### src/rtl/port_merge_arb.sv
// Four-port FIFO merge with round-robin arbitration onto one valid/ready stream.
// Define PORT_MERGE_STATS_EN to add the beat_count / drop_count statistics outputs.
module port_merge_arb #(
  parameter int unsigned DEPTH  = 4,
  parameter int unsigned DATA_W = 8
) (
  input  logic              clk,
  input  logic              reset_n,
  input  logic [DATA_W-1:0] i0_data,
  input  logic [DATA_W-1:0] i1_data,
  input  logic [DATA_W-1:0] i2_data,
  input  logic [DATA_W-1:0] i3_data,
  input  logic              i0_valid,
  input  logic              i1_valid,
  input  logic              i2_valid,
  input  logic              i3_valid,
  output logic [DATA_W-1:0] out_data,
  output logic [1:0]        out_src,
  output logic              out_valid,
  input  logic              out_ready,
  output logic [3:0]        overflow,
  input  logic              clr_ovf
`ifdef PORT_MERGE_STATS_EN
  ,
  output logic [15:0]       beat_count,
  output logic [15:0]       drop_count
`endif
);

  localparam int unsigned AW = $clog2(DEPTH);
  localparam int unsigned CW = AW + 1;

  logic [DATA_W-1:0] in_data [4];
  logic [3:0]        in_valid;

  logic [DATA_W-1:0] mem_q [4][DEPTH];
  logic [DATA_W-1:0] mem_d [4][DEPTH];
  logic [AW-1:0]     wptr_q [4];
  logic [AW-1:0]     wptr_d [4];
  logic [AW-1:0]     rptr_q [4];
  logic [AW-1:0]     rptr_d [4];
  logic [CW-1:0]     cnt_q [4];
  logic [CW-1:0]     cnt_d [4];

  logic [3:0]        nonempty, full, push, pop, drop;
  logic [1:0]        last_grant_q, last_grant_d;
  logic [1:0]        gnt_idx, cand;
  logic              gnt_found, load;

  logic [DATA_W-1:0] out_data_q, out_data_d;
  logic [1:0]        out_src_q, out_src_d;
  logic              out_valid_q, out_valid_d;
  logic [3:0]        overflow_q, overflow_d;

  always_comb begin
    in_data[0]  = i0_data;
    in_data[1]  = i1_data;
    in_data[2]  = i2_data;
    in_data[3]  = i3_data;
    in_valid    = {i3_valid, i2_valid, i1_valid, i0_valid};
  end

  always_comb begin
    nonempty = '0;
    full     = '0;
    for (int unsigned k = 0; k < 4; k++) begin
      nonempty[k] = (cnt_q[k] != '0);
      full[k]     = (cnt_q[k] == CW'(DEPTH));
    end

    // Search starts one past the last grant; k == 4 wraps back to last_grant itself.
    gnt_found = 1'b0;
    gnt_idx   = '0;
    cand      = '0;
    for (int unsigned k = 1; k <= 4; k++) begin
      cand = 2'(last_grant_q + 2'(k));
      if (!gnt_found && nonempty[cand]) begin
        gnt_found = 1'b1;
        gnt_idx   = cand;
      end
    end

    load         = !out_valid_q || out_ready;
    pop          = '0;
    out_data_d   = out_data_q;
    out_src_d    = out_src_q;
    out_valid_d  = out_valid_q;
    last_grant_d = last_grant_q;
    if (load) begin
      if (gnt_found) begin
        pop[gnt_idx] = 1'b1;
        out_valid_d  = 1'b1;
        out_data_d   = mem_q[gnt_idx][rptr_q[gnt_idx]];
        out_src_d    = gnt_idx;
        last_grant_d = gnt_idx;
      end else begin
        out_valid_d  = 1'b0;
      end
    end

    mem_d  = mem_q;
    wptr_d = wptr_q;
    rptr_d = rptr_q;
    cnt_d  = cnt_q;
    push   = '0;
    drop   = '0;
    for (int unsigned k = 0; k < 4; k++) begin
      // A same-cycle pop frees the slot, so a full FIFO still accepts the push.
      push[k] = in_valid[k] && (!full[k] || pop[k]);
      drop[k] = in_valid[k] && full[k] && !pop[k];
      if (push[k]) begin
        mem_d[k][wptr_q[k]] = in_data[k];
        wptr_d[k]           = wptr_q[k] + AW'(1);
      end
      if (pop[k]) begin
        rptr_d[k] = rptr_q[k] + AW'(1);
      end
      if (push[k] && !pop[k]) begin
        cnt_d[k] = cnt_q[k] + CW'(1);
      end else if (pop[k] && !push[k]) begin
        cnt_d[k] = cnt_q[k] - CW'(1);
      end
    end

    overflow_d = clr_ovf ? drop : (overflow_q | drop);
  end

  always_ff @(posedge clk) begin
    mem_q <= mem_d;
  end

  always_ff @(posedge clk or negedge reset_n) begin
    if (!reset_n) begin
      for (int unsigned k = 0; k < 4; k++) begin
        wptr_q[k] <= '0;
        rptr_q[k] <= '0;
        cnt_q[k]  <= '0;
      end
      last_grant_q <= 2'd3;
      out_data_q   <= '0;
      out_src_q    <= '0;
      out_valid_q  <= 1'b0;
      overflow_q   <= '0;
    end else begin
      wptr_q       <= wptr_d;
      rptr_q       <= rptr_d;
      cnt_q        <= cnt_d;
      last_grant_q <= last_grant_d;
      out_data_q   <= out_data_d;
      out_src_q    <= out_src_d;
      out_valid_q  <= out_valid_d;
      overflow_q   <= overflow_d;
    end
  end

  assign out_data  = out_data_q;
  assign out_src   = out_src_q;
  assign out_valid = out_valid_q;
  assign overflow  = overflow_q;

`ifdef PORT_MERGE_STATS_EN
  logic [15:0] beat_count_q, beat_count_d;
  logic [15:0] drop_count_q, drop_count_d;
  logic [2:0]  ndrops;
  logic [16:0] drop_sum;

  always_comb begin
    ndrops       = 3'(drop[0]) + 3'(drop[1]) + 3'(drop[2]) + 3'(drop[3]);
    beat_count_d = clr_ovf ? '0 : beat_count_q + 16'(out_valid_q && out_ready);
    drop_sum     = {1'b0, (clr_ovf ? 16'h0000 : drop_count_q)} + 17'(ndrops);
    drop_count_d = drop_sum[16] ? 16'hFFFF : drop_sum[15:0];
  end

  always_ff @(posedge clk or negedge reset_n) begin
    if (!reset_n) begin
      beat_count_q <= '0;
      drop_count_q <= '0;
    end else begin
      beat_count_q <= beat_count_d;
      drop_count_q <= drop_count_d;
    end
  end

  assign beat_count = beat_count_q;
  assign drop_count = drop_count_q;
`endif

endmodule

### config.mk
export PLATFORM = sky130hd
export DESIGN_NAME = port_merge_arb
export DESIGN_NICKNAME = d
export VERILOG_FILES = /design/src/rtl/port_merge_arb.sv
export SDC_FILE = /design/constraint.sdc
export NUM_CORES = 1
export LEC_CHECK = 0
export CAP_MARGIN = 15
export CORE_MARGIN = 2
export CORE_UTILIZATION = 63
export DETAILED_ROUTE_END_ITERATION = 7
export PLACE_DENSITY = 0.85
export SETUP_SLACK_MARGIN = 0.15
export SLEW_MARGIN = 20
export SYNTH_ARGS = -nofsm -noshare
export SYNTH_HDL_FRONTEND = slang
export SYNTH_SLANG_ARGS = --single-unit
### constraint.sdc
create_clock -name clk -period 4.6 [get_ports clk]
set_input_delay 0.92 -clock clk [delete_from_list [all_inputs] [get_ports clk]]
set_output_delay 0.92 -clock clk [all_outputs]
set_load 0.005 [all_outputs]
=== Word-level counts from Yosys, hierarchy flattened ===
Index checks and enable logic that the tools add are counted.

* Input bits: 40
* Word-level logic and storage cells: 188
* Output and inout bits: 15
* Register bits: 173

* Multiplexer cells: 51
* Reduce and logical (&&, ||, !) cells: 58
* Bitwise logic cells: 7
* Eq/ne operators: 4
* Add/subtract/negate cells: 19
* Order comparisons: 16

{| class="wikitable"
|+ Operators with widths
! kind !! number
|-
| $bwmux 32 || 4
|-
| $bmux 32 s2 || 1
|-
| $demux 8 s2 || 4
|-
| $mux 32 || 2
|-
| $mux 8 || 6
|-
| $logic_and 1x1->1 || 28
|-
| $mux 3 || 8
|-
| $add 2x1->2 const B || 9
|-
| $ge 3x3->1 const B || 6
|-
| $not 2->3 || 6
|-
| $bmux 8 s2 || 1
|-
| $logic_not 1->1 || 16
|-
| $lt 2x3->1 const B || 5
|-
| $add 3x1->3 const B || 4
|-
| $eq 3x3->1 const B || 4
|-
| $lt 3x1->1 const B || 4
|-
| $mux 2 || 6
|-
| $mux 4 || 3
|-
| $reduce_bool 3->1 || 4
|-
| $sub 3x1->3 const B || 4
|-
| $mux 1 || 10
|-
| $bmux 1 s2 || 4
|-
| $reduce_bool 2->1 || 4
|-
| $logic_or 1x1->1 || 5
|-
| other kinds (6) || 7
|}

=== Depth between registers and ports, before layout ===
Gate-level depths: netlist (run 1).

* Depth after elaboration: 25
* Gate-level depth with buffers: 14

=== Worst setup path before layout (run 1) ===
No wires, ideal clock.

* Path type: register -> register
* Start: reg cnt_q[4] (netlist name)
* End: reg cnt_q[11] (netlist name)
* Stages on the path, launching flop included: 15
* Data arrival time: 3.100 ns
* Clock period less this slack: 3.179 ns
* Slack: 1.421 ns
* Buffers on the path: 3
* Path through: dfrtp_1 > or3_1 > buf_2 > o32a_1 > and3_1 > buf_6 > or3_1 > buf_6 > a31oi_4 > ha_1 > inv_1 > fa_1 > xor2_1 > nor2_1 > xor2_1

* Word-level cells in the longest chain between the ends: 24
* Elaborated cells between the ends (all ways): 38
* Those cells by class: order compare: 2; mux: 21; reduce/logical: 15

{| class="wikitable"
|+ Ends and longest elaborated chain
! element !! line !! source
|-
| from (decl) || 42 || <nowiki>logic [CW-1:0] cnt_q [4];</nowiki>
|-
| from (signal assigned) || 147 || <nowiki>cnt_q <= cnt_d;</nowiki>
|-
| $reduce_bool 3->1 (*) || 67 || <nowiki>nonempty[k] = (cnt_q[k] != '0);</nowiki>
|-
| $bmux 1 s2 || 77 || <nowiki>if (!gnt_found && nonempty[cand]) begin</nowiki>
|-
| $mux 1 (not written as such) || 77 ||
|-
| $mux 1 || 77 ||
|-
| $logic_not 1->1 || 77 ||
|-
| $logic_and 1x1->1 || 77 ||
|-
| $mux 1 || 77 ||
|-
| $logic_not 1->1 || 77 ||
|-
| (+9 left out) || -- ||
|-
| $mux 4 (*) || 90 || <nowiki>if (gnt_found) begin</nowiki>
|-
| $mux 4 (*) || 89 || <nowiki>if (load) begin</nowiki>
|-
| $logic_or 1x1->1 (*) || 109 || <nowiki>push[k] = in_valid[k] && (!full[k] || pop[k]);</nowiki>
|-
| $logic_and 1x1->1 (*) || 109 ||
|-
| named net push[0] || 45 || <nowiki>logic [3:0] nonempty, full, push, pop, drop;</nowiki>
|-
| $logic_not 1->1 || 120 || <nowiki>end else if (pop[k] && !push[k]) begin</nowiki>
|-
| $logic_and 1x1->1 || 120 ||
|-
| $reduce_bool 2->1 (no source line) || -- ||
|}

The timed path passes the listed nets; every way through them passes the cells marked *. The select of a mux whose other input is x is not followed.
A chain may end at the register's enable or synchronous reset.

==> impl_metrics.py, run 1 <==
metrics = {
    "synthesis": {
        "syn_avg_cell_area_um2": 12.7,
        "yosysWarnings": 0,
        "synthDistinctLibCells": 55,
        "synthFlopType": "edfxtp_1",
        "synth-seq-cells": 173,
        "yosysMostFrequentCell": "nand2_1",
        "synth_common_cells": "nand2_1, edfxtp_1, dfrtp_1",
        "synthCells": 595,
        "synthTopCellsByArea": "edfxtp_1, dfrtp_1, nand2_1, ha_1, a21oi_1",
        "synthesis.nets": 659,
        "yosysTopAreaCellShare": 0.507,
        "synth_edf_count": 128,
        "async_reset_ff_frac": 0.260,
        "yosysTopAreaCell": "edfxtp_1",
        "ys_seq_area_frac": 0.656,
        "syn_area_um2": 7580,
    },
    "timing": {
        "period_needed_ps": 3720,
        "slew_viol_final": 0,
        "fin_tns_setup_ps": 0,
        "setup_viol": 0,
        "rsz0062_at_grt": "no",
        "fmax_mhz": 268,
        "slew_headroom": 0.400,
        "fin_crit_sh": 0.810,
        "hold_viol": 0,
        "skew_ps": 10.0,
        "tightest_slew_ps": 900,
    },
    "grt": {
        "grt_max_degree": 61,
        "grt_pass1_wl_mm": 26.5,
        "antenna_found_initial": 0,
        "grt_use_total": 0.278,
        "first_global_vias": 5037,
        "grt_overflow_total": 0,
    },
    "detailed_routing": {
        "postRouteAntennaNets": 0,
        "dr.pass1.iters": 5,
        "vias_per_cell": 6.15,
        "vias": 4971,
        "drc_errors": 0,
        "dr.first_iter.drc_count": 500,
        "routed_wl_mm": 17.1,
        "wl_per_cell_um": 21.2,
    },
    "clock_network": {
        "htree_levels": 4,
        "cts-root-buf": "clkbuf_16",
        "clk_path_buf_depth": 2,
        "cts.sinks": 173,
        "cts_resized": 0,
        "postCtsHoldBufs": 0,
        "cts_made_buffers": 17,
        "cts_tree": "yes",
        "postCtsSetupBuffers": 0,
        "clk_latency_ps": 430,
        "path_clk_slew_ps": 60,
    },
    "place": {
        "port_buffers": 54,
        "gp_congestion": 0.807,
        "dp_hpwl_mm": 11.8,
    },
    "pwr": {
        "leakage_nw": 3.32,
        "vdd_drop_max_uv": 564,
        "power_density_nw_per_um2": 823,
        "power_mw": 7.25,
    },
    "status": {
        "status": "finished, final reports clean",
    },
    "floorplanning": {
        "die_x_um": 114,
        "initial_core_util": 0.639,
        "die_area_um2": 12900,
        "rows": 40,
        "num_io_pins": 55,
        "die_h_um": 114,
        "coreArea_um2": 11900,
    },
    "worst_setup_path": {
        "cp-end-kind": "flop",
        "worstSetupStartpointType": "flop",
        "worstPathArrival_ps": 4030,
        "cp_max_fo": 15,
        "path_class": "flop to flop",
        "required_ps": 4900,
    },
    "final_layout": {
        "drive_above_1_share": 0.0893,
        "nFillCells": 776,
        "synthToLayoutAreaGrowth_pct": 16.1,
        "num_antenna_cells": 0,
        "nNetsFinal": 712,
    },
    "job": {
        "maxCapViolCount": 0,
    },
    "worst_hold_path": {
        "min_path_type": "flop to flop",
    },
}
through the flow:
stage	instance area [um2]	hold WS [ps]	setup slack, ps	std cells	utilization
after floorplan	7580	441	1420	595	-
after global placement	8230	457	697	776	0.694
after detailed placement	8230	463	533	776	0.694
after CTS	8810	471	887	808	0.743
after global routing	8810	495	622	808	0.743
final	8810	474	875	808	0.743
flip-flops by register name (all words and copies together) (netlist names):
name	flops
last_grant_q	2
out_valid	1
overflow	4
cnt_q	12
wptr_q	8
out_data	8
rptr_q	8
out_src	2
mem_q	128
layout by cell type, fill, tap and decap left out, drive strengths merged, types with 17 or more instances in the layout:
cell and count:
nand2 130, edfxtp 128, clkdlybuf4s50 53, dfrtp 43, a21oi 37, inv 24
clkbuf 21, ha 20, a31oi 20, nand3 17
metal layers:
metal / vias up / part of all wire / global-route usage
met4: 0 / 0.039 / 0.135
li1: 2251 / - / -
met5: - / 0 / 0
met1: 2456 / 0.37 / 0.326
met2: 217 / 0.54 / 0.499
met3: 47 / 0.054 / 0.0484
where the power goes:
| part | switching, mW | internal [mW] |
|---|---|---|
| clock | 0.574 | 0.824 |
| sequential | 0.282 | 2.16 |
| combinational | 2.20 | 1.20 |
layout make-up:
class	count	area, um2	area share
Sequential cell	173	4970	0.564
Clock inverter	11	118	0.0134
Timing Repair Buffer	60	581	0.0659
Clock buffer	21	460	0.0523
Inverter	24	90.1	0.0102
Multi-Input combinational cell	372	2400	0.273
Tap cell	147	184	0.0209
kinds of logic (layout without fill, tap and decap cells):
kind of cell,Yosys count,count (layout),synth area share
flops,173,173,0.656
mux,16,16,0.0219
simple gates,197,197,0.115
xor+xnor,24,24,0.0277
compound gates,111,111,0.107
buf+inv,50,116,0.0297
fa+ha+maj,24,24,0.0436
path summary, 6_finish.rpt:
check / from / to / slack, ps / depth (start not counted)
min in group asynchronous: reset_n / out_data[1]$_DFFE_PN0P_ / 570 / 2
hold / removal: rptr_q[3]$_DFFE_PN0P_ / rptr_q[3]$_DFFE_PN0P_ / 470 / 1
setup reg to reg: cnt_q[10]$_DFFE_PN0P_ / cnt_q[1]$_DFFE_PN0P_ / 880 / 10
hold reg to reg: rptr_q[3]$_DFFE_PN0P_ / rptr_q[3]$_DFFE_PN0P_ / 470 / 1
setup / recovery: cnt_q[10]$_DFFE_PN0P_ / cnt_q[1]$_DFFE_PN0P_ / 880 / 10
max in group asynchronous: reset_n / cnt_q[1]$_DFFE_PN0P_ / 3590 / 2
critical path, cell delays in order (launching register included):
cell      delay [ps]
dfrtp_1          450
or3_1            510
nor4_1           410
nand2b_1         600
nor2_1           210
nand2_1          240
a31oi_4          160
ha_1             270
inv_1             80
fa_1             400
mux2_2           270
(Power assumes the default switching activity.)
==> run 2: changes to the inputs <==
- CORE_UTILIZATION: 63 -> 53
- PLACE_DENSITY: 0.85 -> 0.76
- clock period: 4.6 -> 3.4 ns (I/O delays scaled with it)
==> run 2 against run 1 <==
Critical path depth grew 1; register-to-register slack lost 590 ps; clock power grew 46%; die area grew 18%; largest cell class unchanged; highest routed layer unchanged; sequential power grew 36%; via count shrank 0.62%; clock skew shrank 2.5 ps; cell count grew 5.6%; first-iteration DRC count grew 4.6%; routed wire length shrank 3.3%; combinational power grew 35%; final area grew 2.6%; critical endpoint is now cnt_q[11]$_DFFE_PN0P_.
==> impl_metrics.py, run 2 (synthesized netlist as in run 1, its figures left out) <==
metrics = {
    "job": {
        "maxCapViolCount": 0,
    },
    "detailed_routing": {
        "postRouteAntennaNets": 0,
        "routed_wl_mm": 16.5,
        "vias": 4940,
        "drc_errors": 0,
        "wl_per_cell_um": 19.4,
        "vias_per_cell": 5.79,
        "dr.first_iter.drc_count": 523,
        "dr.pass1.iters": 5,
    },
    "worst_setup_path": {
        "cp_max_fo": 6,
        "timing.rr.start": "cnt_q[1]$_DFFE_PN0P_",
        "cp-end-kind": "flop",
        "reg2reg_to": "cnt_q[11]$_DFFE_PN0P_",
        "worstSetupStartpointType": "flop",
        "r2r_slack_ps": 290,
        "path_class": "flop to flop",
        "required_ps": 3740,
        "worstPathArrival_ps": 3460,
        "ff2ff_path_depth": 11,
        "crit_start": "cnt_q[1]$_DFFE_PN0P_",
    },
    "final_layout": {
        "final_cell_mix": "nand2_1, edfxtp_1, clkdlybuf4s50_1",
        "final_common_cell": "nand2_1",
        "num_antenna_cells": 0,
        "synthToLayoutAreaGrowth_pct": 19.2,
        "reg_top3": "mem_q (128), cnt_q (12)",
        "nNetsFinal": 724,
        "drive_above_1_share": 0.117,
        "utilization": 0.649,
        "nFillCells": 1028,
        "largest_reg_flops": 128,
        "regMostFlops": "mem_q",
    },
    "worst_hold_path": {
        "min_path_type": "input port to asynchronous set/reset pin",
    },
    "grt": {
        "grt_pass1_wl_mm": 25.4,
        "busiest_layer": "met2",
        "grt_use_total": 0.230,
        "grt_overflow_total": 0,
        "grt_max_degree": 66,
        "antenna_found_initial": 0,
        "grtUsageMet3": 0.0435,
        "grt_use_met1": 0.274,
        "use_met2": 0.400,
        "first_global_vias": 5051,
    },
    "floorplanning": {
        "die_x_um": 124,
        "coreArea_um2": 13900,
        "die_area_um2": 15300,
        "num_io_pins": 55,
        "initial_core_util": 0.544,
        "die_h_um": 124,
        "rows": 43,
    },
    "pwr": {
        "leakage_nw": 3.41,
        "power_density_nw_per_um2": 1100,
        "power_mw": 9.97,
        "vdd_drop_max_uv": 1010,
    },
    "clock_network": {
        "clk_latency_ps": 430,
        "cts_made_buffers": 17,
        "htree_levels": 4,
        "clk_path_buf_depth": 2,
        "postCtsHoldBufs": 0,
        "cts.sinks": 173,
        "cts_tree": "yes",
        "path_clk_slew_ps": 60,
        "cts-root-buf": "clkbuf_16",
    },
    "timing": {
        "fin_crit_sh": 0.916,
        "slew_viol_final": 0,
        "layout_setup_ws_ps": 286,
        "fin_tns_setup_ps": 0,
        "skew_ps": 7.51,
        "setup_viol": 0,
        "period_needed_ps": 3110,
        "tightest_slew_ps": 627,
        "hold_viol": 0,
        "fmax_mhz": 321,
        "slew_headroom": 0.579,
        "rsz0062_at_grt": "no",
    },
    "place": {
        "dp_hpwl_mm": 11.6,
        "port_buffers": 54,
        "gp_congestion": 0.871,
        "preCtsSetupSlack_ps": 106,
    },
    "status": {
        "status": "finished, final reports clean",
    },
}
-- run 2: changes by cell type in the layout (fill, tap and decap cells not counted), sizes merged --
cell,change
clkinvlp,-2
clkinv,-2
clkbuf,+1
buf,+12
bufinv,+2
inv,+1
-- run 2: routing by layer --
metal	wire, um	up-vias
met3	970	49
li1	-	2272
met1	6400	2421
met4	615	0
met5	0	-
met2	8540	198
-- run 2: how the worst max path moves through the flow --
| stage | end | slack [ps] | cells past startpoint |
|---|---|---|---|
| final | cnt_q[11]$_DFFE_PN0P_ | 290 | 11 |
| after global routing | cnt_q[5]$_DFFE_PN0P_ | 140 | 11 |
| after CTS | cnt_q[11]$_DFFE_PN0P_ | 170 | 11 |
| after detailed placement | cnt_q[2]$_DFFE_PN0P_ | 110 | 12 |
| after global placement | cnt_q[2]$_DFFE_PN0P_ | 270 | 12 |
| after floorplan | cnt_q[11]$_DFFE_PN0P_ | 220 | 14 |
-- run 2: timing repair --
item | CTS | global route
setup buffers | 0 | 2
endpoints found under the setup margin | 0 | 11
gates resized for setup | 0 | 10
hold endpoints to repair | 0 | 0
-- run 2: worst max-delay path, cell delays in order, from the launching register on --
cell	delay (ps)
dfrtp_2	460
or3_1	450
a22oi_1	210
o211ai_1	150
or3_4	470
a31oi_4	200
ha_1	200
inv_1	60
fa_1	370
xor2_1	160
nor2_1	110
xor2_1	180
-- run 2: metrics by stage --
step	hold WS, ps	cells	area (um2)
2_1_floorplan	384	595	7580
3_3_place_gp	458	819	8360
3_5_place_dp	457	819	8360
4_1_cts	476	851	8990
5_1_grt	313	853	9040
6_report	254	853	9040
-- run 2: power breakdown --
group	total [mW]	internal, mW	switching (mW)
sequential	3.32	2.93	0.394
combinational	4.60	1.75	2.85
clock	2.05	1.27	0.776
-- run 2: cell type report --
cell class | count | area [um2] | area share
Clock buffer | 22 | 464 | 0.0513
Inverter | 24 | 90.1 | 0.00996
Tap cell | 180 | 225 | 0.0249
Timing Repair Buffer | 72 | 689 | 0.0763
Multi-Input combinational cell | 372 | 2430 | 0.269
Clock inverter | 10 | 163 | 0.0180
Sequential cell | 173 | 4980 | 0.550
==> run 3: changes to the inputs <==
- CORE_UTILIZATION: 53 -> 63
- CTS_CLUSTER_DIAMETER: not set -> 80
- CTS_CLUSTER_SIZE: not set -> 12
- PLACE_DENSITY: 0.76 -> 0.85
- clock period: 3.4 -> 3.7 ns (I/O delays scaled with it)
==> run 3 against run 2 <==
Flip-flop and latch count unchanged; die area down 15%; largest power group unchanged; critical path depth unchanged; largest cell class unchanged; first-iteration DRC count up 27%; routed wire length grew 0.66%.
==> impl_metrics.py, run 3 (synthesized netlist as in run 1, its figures left out) <==
metrics = {
    "worst_setup_path": {
        "timing.rr.start": "cnt_q[10]$_DFFE_PN0P_",
        "required_ps": 4050,
        "cp_max_fo": 8,
        "cp_top_family": "simple AND/OR/NAND/NOR gates",
        "path_class": "flop to flop",
        "ff2ff_path_depth": 11,
        "crit_path_cell_trace": "or3_1, o211ai_2, nand3_2, or3_1, a31oi_4, ha_1, inv_1, fa_1, xor2_1, nor2_1, xor2_1",
        "worstSetupStartpointType": "flop",
        "crit_path_max_incr_delay_ps": 510,
        "reg2reg_to": "cnt_q[5]$_DFFE_PN0P_",
        "crit_buf_inv": 1,
        "cp_slowest_cell": "or3_1",
        "r2r_slack_ps": 330,
        "worstPathArrival_ps": 3720,
        "cp-end-kind": "flop",
    },
    "grt": {
        "antenna_found_initial": 0,
        "first_global_vias": 5087,
        "grt_overflow_total": 0,
        "grt_max_degree": 65,
        "use_met2": 0.479,
        "busiest_layer": "met2",
        "grtUsageMet3": 0.0484,
        "grt_use_total": 0.273,
        "grt_use_met1": 0.326,
        "grt_pass1_wl_mm": 26.1,
    },
    "floorplanning": {
        "die_area_um2": 12900,
        "rows": 40,
        "num_io_pins": 55,
        "initial_core_util": 0.639,
        "die_x_um": 114,
        "die_h_um": 114,
        "coreArea_um2": 11900,
    },
    "place": {
        "dp_cells": 778,
        "preCtsSetupSlack_ps": 108,
        "port_buffers": 54,
        "gp_congestion": 0.899,
        "dp_hpwl_mm": 11.6,
    },
    "clock_network": {
        "cts.sinks": 173,
        "clk_latency_ps": 430,
        "cts_made_buffers": 17,
        "htree_levels": 4,
        "cts_tree": "yes",
        "cts-root-buf": "clkbuf_16",
        "path_clk_slew_ps": 70,
        "clk_path_buf_depth": 2,
        "postCtsSetupBuffers": 0,
    },
    "final_layout": {
        "reg_top3": "mem_q (128), cnt_q (12)",
        "drive_above_1_share": 0.0980,
        "nNetsFinal": 714,
        "num_antenna_cells": 0,
        "largest_reg_flops": 128,
        "final_cells": 810,
        "synthToLayoutAreaGrowth_pct": 17.1,
        "final_cell_mix": "nand2_1, edfxtp_1, clkdlybuf4s50_1",
        "utilization": 0.749,
        "regMostFlops": "mem_q",
        "final_common_cell": "nand2_1",
    },
    "detailed_routing": {
        "dr.first_iter.drc_count": 663,
        "wl_per_cell_um": 20.5,
        "postRouteAntennaNets": 0,
        "dr.pass1.iters": 5,
        "drc_errors": 0,
        "routed_wl_mm": 16.6,
        "vias_per_cell": 6.16,
        "vias": 4990,
    },
    "timing": {
        "layout_setup_ws_ps": 326,
        "setup_viol": 0,
        "slew_headroom": 0.547,
        "slew_viol_final": 0,
        "rsz0062_at_grt": "yes",
        "hold_viol": 0,
        "fin_crit_sh": 0.912,
        "fin_tns_setup_ps": 0,
        "tightest_slew_ps": 680,
        "skew_ps": 8.00,
        "fmax_mhz": 296,
        "period_needed_ps": 3370,
    },
    "worst_hold_path": {
        "min_path_type": "input port to asynchronous set/reset pin",
    },
    "job": {
        "maxCapViolCount": 0,
    },
    "pwr": {
        "power_density_nw_per_um2": 1020,
        "leakage_nw": 3.36,
        "vdd_drop_max_uv": 813,
    },
    "status": {
        "status": "finished, final reports clean",
    },
}
[run 3: cell count changes in the layout (fill, tap and decap cells not counted), moves of 2 or more]
cell	change
buf_4	-8
dfrtp_1	+3
dfrtp_2	-3
or3_1	+2
or3_4	-2
[run 3: cell type report]
| cell class | count | area, um2 |
|---|---|---|
| multi-input cells | 372 | 2420 |
| repair buffers | 62 | 598 |
| well taps | 147 | 184 |
| fillers | 711 | 2980 |
| clock inverters | 10 | 138 |
| clock buffers | 22 | 474 |
| inverters | 24 | 90.1 |
| flip-flops and latches | 173 | 4970 |
[run 3: routing by layer]
metal / vias up / share of wire
met5: - / 0
met3: 52 / 0.058
met4: 0 / 0.040
met1: 2466 / 0.37
li1: 2252 / -
met2: 220 / 0.53
[run 3: what timing repair did]
action,CTS,global route
setup endpoints to repair,0,13
hold buffers,0,0
resized for setup,0,4
hold endpoints to repair,0,0
[run 3: stage by stage]
step                      total power [mW]  hold WS, ps  cell area, um2
after floorplan                       5.99          441            7580
after global placement                6.86          458            8250
after detailed placement              7.14          460            8250
after CTS                             8.99          471            8860
after global routing                  9.62          334            8880
final                                 9.05          279            8880
[run 3: worst register-to-register path, stage by stage (launching register included)]
cell      delay (ps)
dfrtp_1          450
or3_1            520
o211ai_2         210
nand3_2          150
or3_1            510
a31oi_4          340
ha_1             240
inv_1             60
fa_1             370
xor2_1           180
nor2_1           120
xor2_1           160
[run 3: power breakdown]
group,internal [mW],switching [mW],total (mW)
Sequential,2.69,0.362,3.05
Combinational,1.52,2.65,4.17
Clock,1.12,0.720,1.84
Total,5.32,3.73,9.05
[run 3: worst max path at each step]
| stage | start | end | depth (start not counted) |
|---|---|---|---|
| 4_1_cts | cnt_q[4]$_DFFE_PN0P_ | cnt_q[11]$_DFFE_PN0P_ | 11 |
| 6_report | cnt_q[10]$_DFFE_PN0P_ | cnt_q[5]$_DFFE_PN0P_ | 11 |
| 5_1_grt | cnt_q[0]$_DFFE_PN0P_ | cnt_q[5]$_DFFE_PN0P_ | 11 |
| 3_3_place_gp | out_ready | cnt_q[5]$_DFFE_PN0P_ | 11 |
| 3_5_place_dp | out_ready | cnt_q[5]$_DFFE_PN0P_ | 11 |
| 2_1_floorplan | cnt_q[4]$_DFFE_PN0P_ | cnt_q[11]$_DFFE_PN0P_ | 14 |
